==> src/rtl/seq_sub32.sv <==
// Multi-cycle subtractor: computes minuend - subtrahend - bin one lookahead slice per clock,
// LSB slice first, with the borrow carried between cycles in a register.
module seq_sub32 #(
    parameter int WIDTH   = 32,
    parameter int SLICE_W = 8
) (
    input  logic             clk,
    input  logic             rst_n,
    input  logic             in_valid,
    output logic             in_ready,
    input  logic [WIDTH-1:0] minuend,
    input  logic [WIDTH-1:0] subtrahend,
    input  logic             bin,
    output logic             out_valid,
    input  logic             out_ready,
    output logic [WIDTH-1:0] diff,
    output logic             bout,
    output logic             ovf,
    output logic             zero
);
    localparam int NSLICE = WIDTH / SLICE_W;
    localparam int CNT_W  = (NSLICE > 1) ? $clog2(NSLICE) : 1;

    typedef enum logic [1:0] {IDLE, CALC, DONE} state_t;

    state_t             state_q, state_d;
    logic [WIDTH-1:0]   a_q, a_d;
    logic [WIDTH-1:0]   nb_q, nb_d;
    logic               borrow_q, borrow_d;
    logic [CNT_W-1:0]   cnt_q, cnt_d;
    logic [WIDTH-1:0]   diff_q, diff_d;
    logic               bout_q, bout_d;
    logic               ovf_q, ovf_d;
    logic               zero_q, zero_d;
    logic               out_valid_q, out_valid_d;

    int                 base;
    logic [SLICE_W-1:0] a_s, b_s, g_s, p_s, sum_s;
    logic [SLICE_W:0]   carry;
    logic               pp;

    // Slice adder: A_k + ~B_k + ~borrow, every carry expanded as a flat generate/propagate term.
    always_comb begin
        base     = int'(cnt_q) * SLICE_W;
        a_s      = a_q[base +: SLICE_W];
        b_s      = nb_q[base +: SLICE_W];
        g_s      = a_s & b_s;
        p_s      = a_s ^ b_s;
        carry    = '0;
        carry[0] = ~borrow_q;
        pp       = 1'b0;
        for (int i = 0; i < SLICE_W; i++) begin
            carry[i+1] = g_s[i];
            pp         = p_s[i];
            for (int j = i - 1; j >= 0; j--) begin
                carry[i+1] = carry[i+1] | (pp & g_s[j]);
                pp         = pp & p_s[j];
            end
            carry[i+1] = carry[i+1] | (pp & ~borrow_q);
        end
        sum_s = p_s ^ carry[SLICE_W-1:0];
    end

    always_comb begin
        state_d     = state_q;
        a_d         = a_q;
        nb_d        = nb_q;
        borrow_d    = borrow_q;
        cnt_d       = cnt_q;
        diff_d      = diff_q;
        bout_d      = bout_q;
        ovf_d       = ovf_q;
        zero_d      = zero_q;
        out_valid_d = out_valid_q;
        case (state_q)
            IDLE: begin
                if (in_valid) begin
                    a_d      = minuend;
                    nb_d     = ~subtrahend;
                    borrow_d = bin;
                    cnt_d    = '0;
                    state_d  = CALC;
                end
            end
            CALC: begin
                diff_d[base +: SLICE_W] = sum_s;
                borrow_d = ~carry[SLICE_W];
                cnt_d    = cnt_q + 1'b1;
                if (cnt_q == CNT_W'(NSLICE - 1)) begin
                    bout_d      = ~carry[SLICE_W];
                    ovf_d       = (a_q[WIDTH-1] ^ ~nb_q[WIDTH-1]) & (a_q[WIDTH-1] ^ diff_d[WIDTH-1]);
                    zero_d      = (diff_d == '0);
                    out_valid_d = 1'b1;
                    state_d     = DONE;
                end
            end
            DONE: begin
                if (out_ready) begin
                    out_valid_d = 1'b0;
                    state_d     = IDLE;
                end
            end
            default: state_d = IDLE;
        endcase
    end

    always_ff @(posedge clk or negedge rst_n) begin
        if (!rst_n) begin
            state_q     <= IDLE;
            a_q         <= '0;
            nb_q        <= '0;
            borrow_q    <= 1'b0;
            cnt_q       <= '0;
            diff_q      <= '0;
            bout_q      <= 1'b0;
            ovf_q       <= 1'b0;
            zero_q      <= 1'b0;
            out_valid_q <= 1'b0;
        end else begin
            state_q     <= state_d;
            a_q         <= a_d;
            nb_q        <= nb_d;
            borrow_q    <= borrow_d;
            cnt_q       <= cnt_d;
            diff_q      <= diff_d;
            bout_q      <= bout_d;
            ovf_q       <= ovf_d;
            zero_q      <= zero_d;
            out_valid_q <= out_valid_d;
        end
    end

    assign in_ready  = (state_q == IDLE);
    assign out_valid = out_valid_q;
    assign diff      = diff_q;
    assign bout      = bout_q;
    assign ovf       = ovf_q;
    assign zero      = zero_q;
endmodule

==> config.mk <==
export PLATFORM = sky130hd
export DESIGN_NAME = seq_sub32
export DESIGN_NICKNAME = d
export VERILOG_FILES = /design/src/rtl/seq_sub32.sv
export SDC_FILE = /design/constraint.sdc
export NUM_CORES = 1
export LEC_CHECK = 0
export CAP_MARGIN = 15
export CORE_MARGIN = 2
export CORE_UTILIZATION = 48
export CTS_BUF_LIST = sky130_fd_sc_hd__clkbuf_4 sky130_fd_sc_hd__clkbuf_8
export CTS_CLUSTER_DIAMETER = 120
export DETAILED_ROUTE_END_ITERATION = 10
export PLACE_DENSITY = 0.76
export SYNTH_ARGS = -nofsm -noshare
export SYNTH_HDL_FRONTEND = slang
export SYNTH_SLANG_ARGS = --single-unit
==> constraint.sdc <==
create_clock -name clk -period 3.35 [get_ports clk]
set_input_delay 0.8375 -clock clk [delete_from_list [all_inputs] [get_ports clk]]
set_output_delay 0.8375 -clock clk [all_outputs]
set_load 0.02 [all_outputs]
==> impl_metrics.toml, run 1 <==
[worst_setup_path]
reg2reg_from = "cnt_q[0]$_DFFE_PN0P_"
r2r_cells = 9
cp_slowest_cell = "xnor2_1"
start_kind = "flop"
cp.depth = 9
cp_slowest_stage_delay_ns = 0.57
arrival_ns = 3.33
cp.required_ns = 3.66
cpLargestDelayFamily = "XOR/XNOR gates"
endpoint_kind = "flop"
worstPathCellList = "buf_12 > mux4_2 > ha_1 > a211oi_2 > or2_1 > nand2_2 > a21oi_1 > xnor2_1 > a22o_1"
setup.worst_path.start = "cnt_q[0]$_DFFE_PN0P_"
worstSetupPathType = "reg -> reg"
path_buf_inv = 1
path_max_fanout = 25

[clocking]
cts_resized = 0
root_buffer = "clkbuf_8"
cts_buffer_depth = 2
h-tree-depth = 3
cts_num_sinks = 105
tritoncts = "yes"
insertion_delay_ns = 0.37
ctsHoldBuffers = 0
cts_setup_buffers = 0
clk_pin_slew_worst_paths_ns = 0.10
cts-buffers-inserted = 9

[routing]
postRouteAntennaNets = 0
vias = 3721
drt-pass1-iter-count = 4
drt_iter0_drc = 213
drt_wl_total_um = 11350
routedWlPerCell_um = 17.19
drc = 0
via_per_inst = 5.638

[hold_path]
hp-class = "in -> async"

[grt]
antenna_found_initial = 0
grt_max_degree = 59
grt_pass1_vias = 3822
grt_usage_pct = 21.52
grt_pass1_wl_um = 18620
overflow = 0

[place]
dp.final_hpwl_um = 8469
gp_congestion = 0.8794
portBuffers = 105

[logic_synthesis]
ys_seq_area_share_pct = 53.61
syn_nets = 500
synth.top_cell.area_share_pct = 53.61
syn-instance-count = 415
synth_cell_types = 49
yosysTopAreaCell = "dfrtp_1"
ys_seq_elements = 105
syn_area_um2 = 4901
synth.avg_cell_area_um2 = 11.81
synth_area_leaders = "dfrtp_1 (54%), mux2_2 (7.6%), mux4_2 (7.4%)"
synth_warnings = 0

[sta]
drv_slew = 0
post-route-period-util_pct = 90.37
max-slew-margin-rel_pct = 49.57
fmax_mhz = 330.3
finalCriticalPeriod_ns = 3.028
finClkSkew_ns = 0.01201
fin_setup_tns_ns = 0
setup_viol = 0
rsz0062_at_grt = "false"
finalHoldViolCount = 0
tightest_slew_ns = 0.7549

[final_layout]
fillers = 774
multi_input_area_um2 = 2171
register_area_um2 = 2628
layout.nets = 607
antenna_cells = 0
syn_to_final_growth_pct = 28.90
layout-drive-gt1-share_pct = 15.75

[run_status]
status = "completed"

[die]
fp.dieH_um = 105.0
rows = 36
dieArea_um2 = 11030
die_w_um = 105.0
io_pins = 106
core_um2 = 9864
start_util_pct = 49.68

[job]
maxCapViolCount = 0
## stage by stage
stage               hold WS, ns  instance area [um^2]  util [%]  cells  worst slack, ns
floorplan                0.4736                  4901         -    415           0.4021
global placement         0.4860                  6128     62.13    644           0.4833
detailed placement       0.4931                  6128     62.13    644           0.3778
CTS                      0.4845                  6317     64.04    660           0.3377
global route             0.5056                  6317     64.04    660           0.1756
finish                   0.4683                  6317     64.04    660           0.3225
## metal layers
layer,wire length [um],GRT usage (%)
met1,4767,28.32
met2,5675,35.81
met3,698,4.367
met4,203,7.143
met5,0,0
## cells in the mapped netlist, drive strengths merged
library cell,instances
a311o,1
ha,15
a31o,1
a31oi,2
a21boi,1
fa,1
xnor2,2
a211oi,1
mux2i,4
clkbuf,5
mux2,34
mux4,16
o211ai,1
o21a,2
or4,2
o21ai,25
nor2b,2
inv,8
a32oi,1
or2,1
and3,1
nand4,2
a21o,1
o31ai,1
nor4,13
a41o,1
nor3,4
a41oi,1
nand2b,3
dfrtp,105
nor3b,1
buf,12
or3,3
nand2,29
nor2,46
and2,1
o22ai,1
nand3b,1
a21oi,42
nand3,3
xor2,3
a22o,16
## state kept, by name, summed over array words and instances (netlist names)
signal / flops
a_q: 32
borrow_q: 1
bout: 1
cnt_q: 2
diff: 32
nb_q: 32
out_valid: 1
ovf: 1
state_q: 2
zero: 1
## kinds of logic after synthesis
kind of cell	count (synthesis)	share of synthesized area [%]
AOI/OAI and AO/OA	98	12.43
xor gates and xnor gates	5	0.8937
adders and majority gates	16	4.238
buffers and inverters	25	2.145
DFF	105	53.61
muxes	54	15.98
and+or+nand+nor	112	10.70
## area by class of cell
cell class	count	area share (%)
Clock inverter	5	0.5942
Sequential cell	105	41.59
Multi-Input combinational cell	285	34.36
Tap cell	133	2.634
Inverter	8	0.4753
Clock buffer	11	2.397
Timing Repair Buffer	113	17.94
## layout by cell type (no fill, tap or decap), drive strengths merged, types with 2 or more instances in the layout
cell type / netlist / routed
nand2: 29 / 29
a21oi: 42 / 42
a22o: 16 / 16
xnor2: 2 / 2
nand2b: 3 / 3
o21a: 2 / 2
or3: 3 / 3
clkbuf: 5 / 11
nor2b: 2 / 2
nor4: 13 / 13
mux2: 34 / 34
a31oi: 2 / 2
clkinvlp: 0 / 2
dfrtp: 105 / 105
nor3: 4 / 4
inv: 8 / 10
xor2: 3 / 3
mux2i: 4 / 4
o21ai: 25 / 25
or4: 2 / 2
nand3: 3 / 3
clkdlybuf4s50: 0 / 104
nand4: 2 / 2
mux4: 16 / 16
nor2: 46 / 46
buf: 12 / 9
ha: 15 / 15
## worst paths after layout
kind                                        endpoint  slack (ns)
worst min register to register   a_q[21]$_DFFE_PN0P_        0.51
worst max-delay path            diff[21]$_DFFE_PN0P_        0.32
max in group asynchronous        nb_q[9]$_DFFE_PN0P_        2.14
min in group clk                 a_q[21]$_DFFE_PN0P_        0.51
worst min-delay path              a_q[0]$_DFFE_PN0P_        0.47
worst max register to register  diff[21]$_DFFE_PN0P_        0.32
## worst reg2reg max path, cell delays in order, from the launching register on
cell and delay [ns]:
dfrtp_1 0.39, buf_12 0.22, mux4_2 0.56, ha_1 0.41, a211oi_2 0.12, or2_1 0.27, nand2_2 0.12, a21oi_1 0.09
xnor2_1 0.57, a22o_1 0.23
Power of run 1 is not shown: default switching activity piles up to over one toggle a cycle in this logic, so the estimate is an artifact.
==> run 2: changes to the inputs <==
CORE_MARGIN = unset   (was 2)
PLACE_DENSITY = unset   (was 0.76)
PLACE_DENSITY_LB_ADDON = 0.12   (was unset)
==> run 2 against run 1 <==
  * Sequential cell count stayed put
  * Non-clock buffer count up 1
  * Sequential share of layout area shrank 0.22 points
  * Utilization rose by 0.64 points
  * Cell count is 0.15% higher
  * Setup slack improved by 0.015 ns
  * Maximum frequency grew 0.50%
  * Die area fell by 3.8%
  * Register-to-register slack improved by 0.02 ns
  * Wire length is 0.57% lower
  * Highest routed layer unchanged
==> impl_metrics.toml, run 2 (synthesis results as in run 1) <==
[sta]
tightest_slew_ns = 0.6425
fin_setup_tns_ns = 0
fmax_mhz = 332.0
finalCriticalPeriod_ns = 3.012
rsz0062_at_grt = "false"
setup_viol = 0
max-slew-margin-rel_pct = 56.77
finalHoldViolCount = 0
drv_slew = 0
finClkSkew_ns = 0.01363
post-route-period-util_pct = 89.92

[grt]
antenna_found_initial = 0
grt_pass1_vias = 3754
grt_max_degree = 58
grt_pass1_wl_um = 18450
grt_usage_pct = 23.39
overflow = 0

[clocking]
cts_buffer_depth = 2
cts_resized = 0
cts-buffers-inserted = 9
cts_num_sinks = 105
insertion_delay_ns = 0.37
h-tree-depth = 3
cts_setup_buffers = 0
ctsHoldBuffers = 0
tritoncts = "yes"
clk_pin_slew_worst_paths_ns = 0.10
root_buffer = "clkbuf_8"

[routing]
via_per_inst = 5.495
drt_iter0_drc = 141
routedWlPerCell_um = 17.07
drt-pass1-iter-count = 4
drt_wl_total_um = 11280
vias = 3632
drc = 0
postRouteAntennaNets = 0

[die]
rows = 36
die_w_um = 103.0
io_pins = 106
dieArea_um2 = 10620
core_um2 = 9819
fp.dieH_um = 103.0
start_util_pct = 49.91

[final_layout]
multi_input_area_um2 = 2171
layout-drive-gt1-share_pct = 15.91
fillers = 806
syn_to_final_growth_pct = 29.59
fin_util_pct = 64.68
stdcell_count = 661
antenna_cells = 0
final_common_cell = "dfrtp_1"
layout.nets = 608
register_area_um2 = 2628
final_cell_mix = "dfrtp_1 (105), clkdlybuf4s50_1 (104), nor2_1 (46), a21oi_1 (42), mux2_2 (33)"

[place]
dp.final_hpwl_um = 8298
portBuffers = 105
gp_congestion = 0.8836
dpl.cell_count = 645

[worst_setup_path]
cp_slowest_cell = "mux4_2"
start_kind = "flop"
reg2reg_slack_ns = 0.34
worstSetupPathType = "reg -> reg"
path_max_fanout = 24
arrival_ns = 3.33
cp.required_ns = 3.67
endpoint_kind = "flop"
worstPathCellList = "buf_12 > mux4_2 > ha_1 > a211oi_2 > or2_1 > nand2_2 > a21oi_1 > xnor2_1 > a22o_1"
cp_slowest_stage_delay_ns = 0.55

[job]
maxCapViolCount = 0

[run_status]
status = "completed"

[hold_path]
hp-class = "in -> async"
run 2: final timing paths:
check | from | to | cells after the start
max | cnt_q[0]$_DFFE_PN0P_ | diff[29]$_DFFE_PN0P_ | 9
min | rst_n | a_q[0]$_DFFE_PN0P_ | 1
max reg2reg | cnt_q[0]$_DFFE_PN0P_ | diff[29]$_DFFE_PN0P_ | 9
min reg2reg | a_q[17]$_DFFE_PN0P_ | a_q[17]$_DFFE_PN0P_ | 1
max in group asynchronous | rst_n | nb_q[6]$_DFFE_PN0P_ | 2
min in group clk | a_q[17]$_DFFE_PN0P_ | a_q[17]$_DFFE_PN0P_ | 1
run 2: critical path, delay by kind of cell (launching register included):
family / cells / cell delay (ns)
multiplexers: 1 / 0.55
AND/OR/NAND/NOR: 2 / 0.41
adder cells (fa/ha/maj): 1 / 0.41
flip-flops: 1 / 0.41
AO/OA/AOI/OAI: 3 / 0.43
XOR/XNOR: 1 / 0.52
buffers and inverters: 1 / 0.22
run 2: layer usage:
metal | wire (um) | part of all wire (%) | track usage, % | vias to the layer above
met4 | 215 | 1.9 | 10.40 | 0
li1 | - | - | - | 1728
met3 | 550 | 4.9 | 3.119 | 17
met2 | 5666 | 50 | 40.15 | 101
met5 | 0 | 0 | 0 | -
met1 | 4849 | 43 | 29.74 | 1786
run 2: final cells by class:
type                       count  area share (%)
sequential                   105           41.37
multi-input combinational    285           34.18
timing repair buffer         114           17.97
clock buffer                  14           2.837
tap                          133           2.620
clock inverter                 2          0.5516
inverter                       8          0.4728
run 2: stage by stage:
step | hold WS (ns) | area [um^2] | setup WS (ns)
6_report | 0.4759 | 6351 | 0.3376
5_1_grt | 0.5247 | 6351 | 0.1393
4_1_cts | 0.4962 | 6351 | 0.3439
3_5_place_dp | 0.4905 | 6136 | 0.3736
3_3_place_gp | 0.4866 | 6136 | 0.4186
2_1_floorplan | 0.4736 | 4901 | 0.4021
Power of run 2 is left out for the same reason.
==> run 3: changes to the inputs <==
SLEW_MARGIN = 10   (was unset)
==> results of run 3 <==
Same layout as run 2: the final DEF is identical, and so are final timing and power.
Power of run 3 is left out for the same reason.
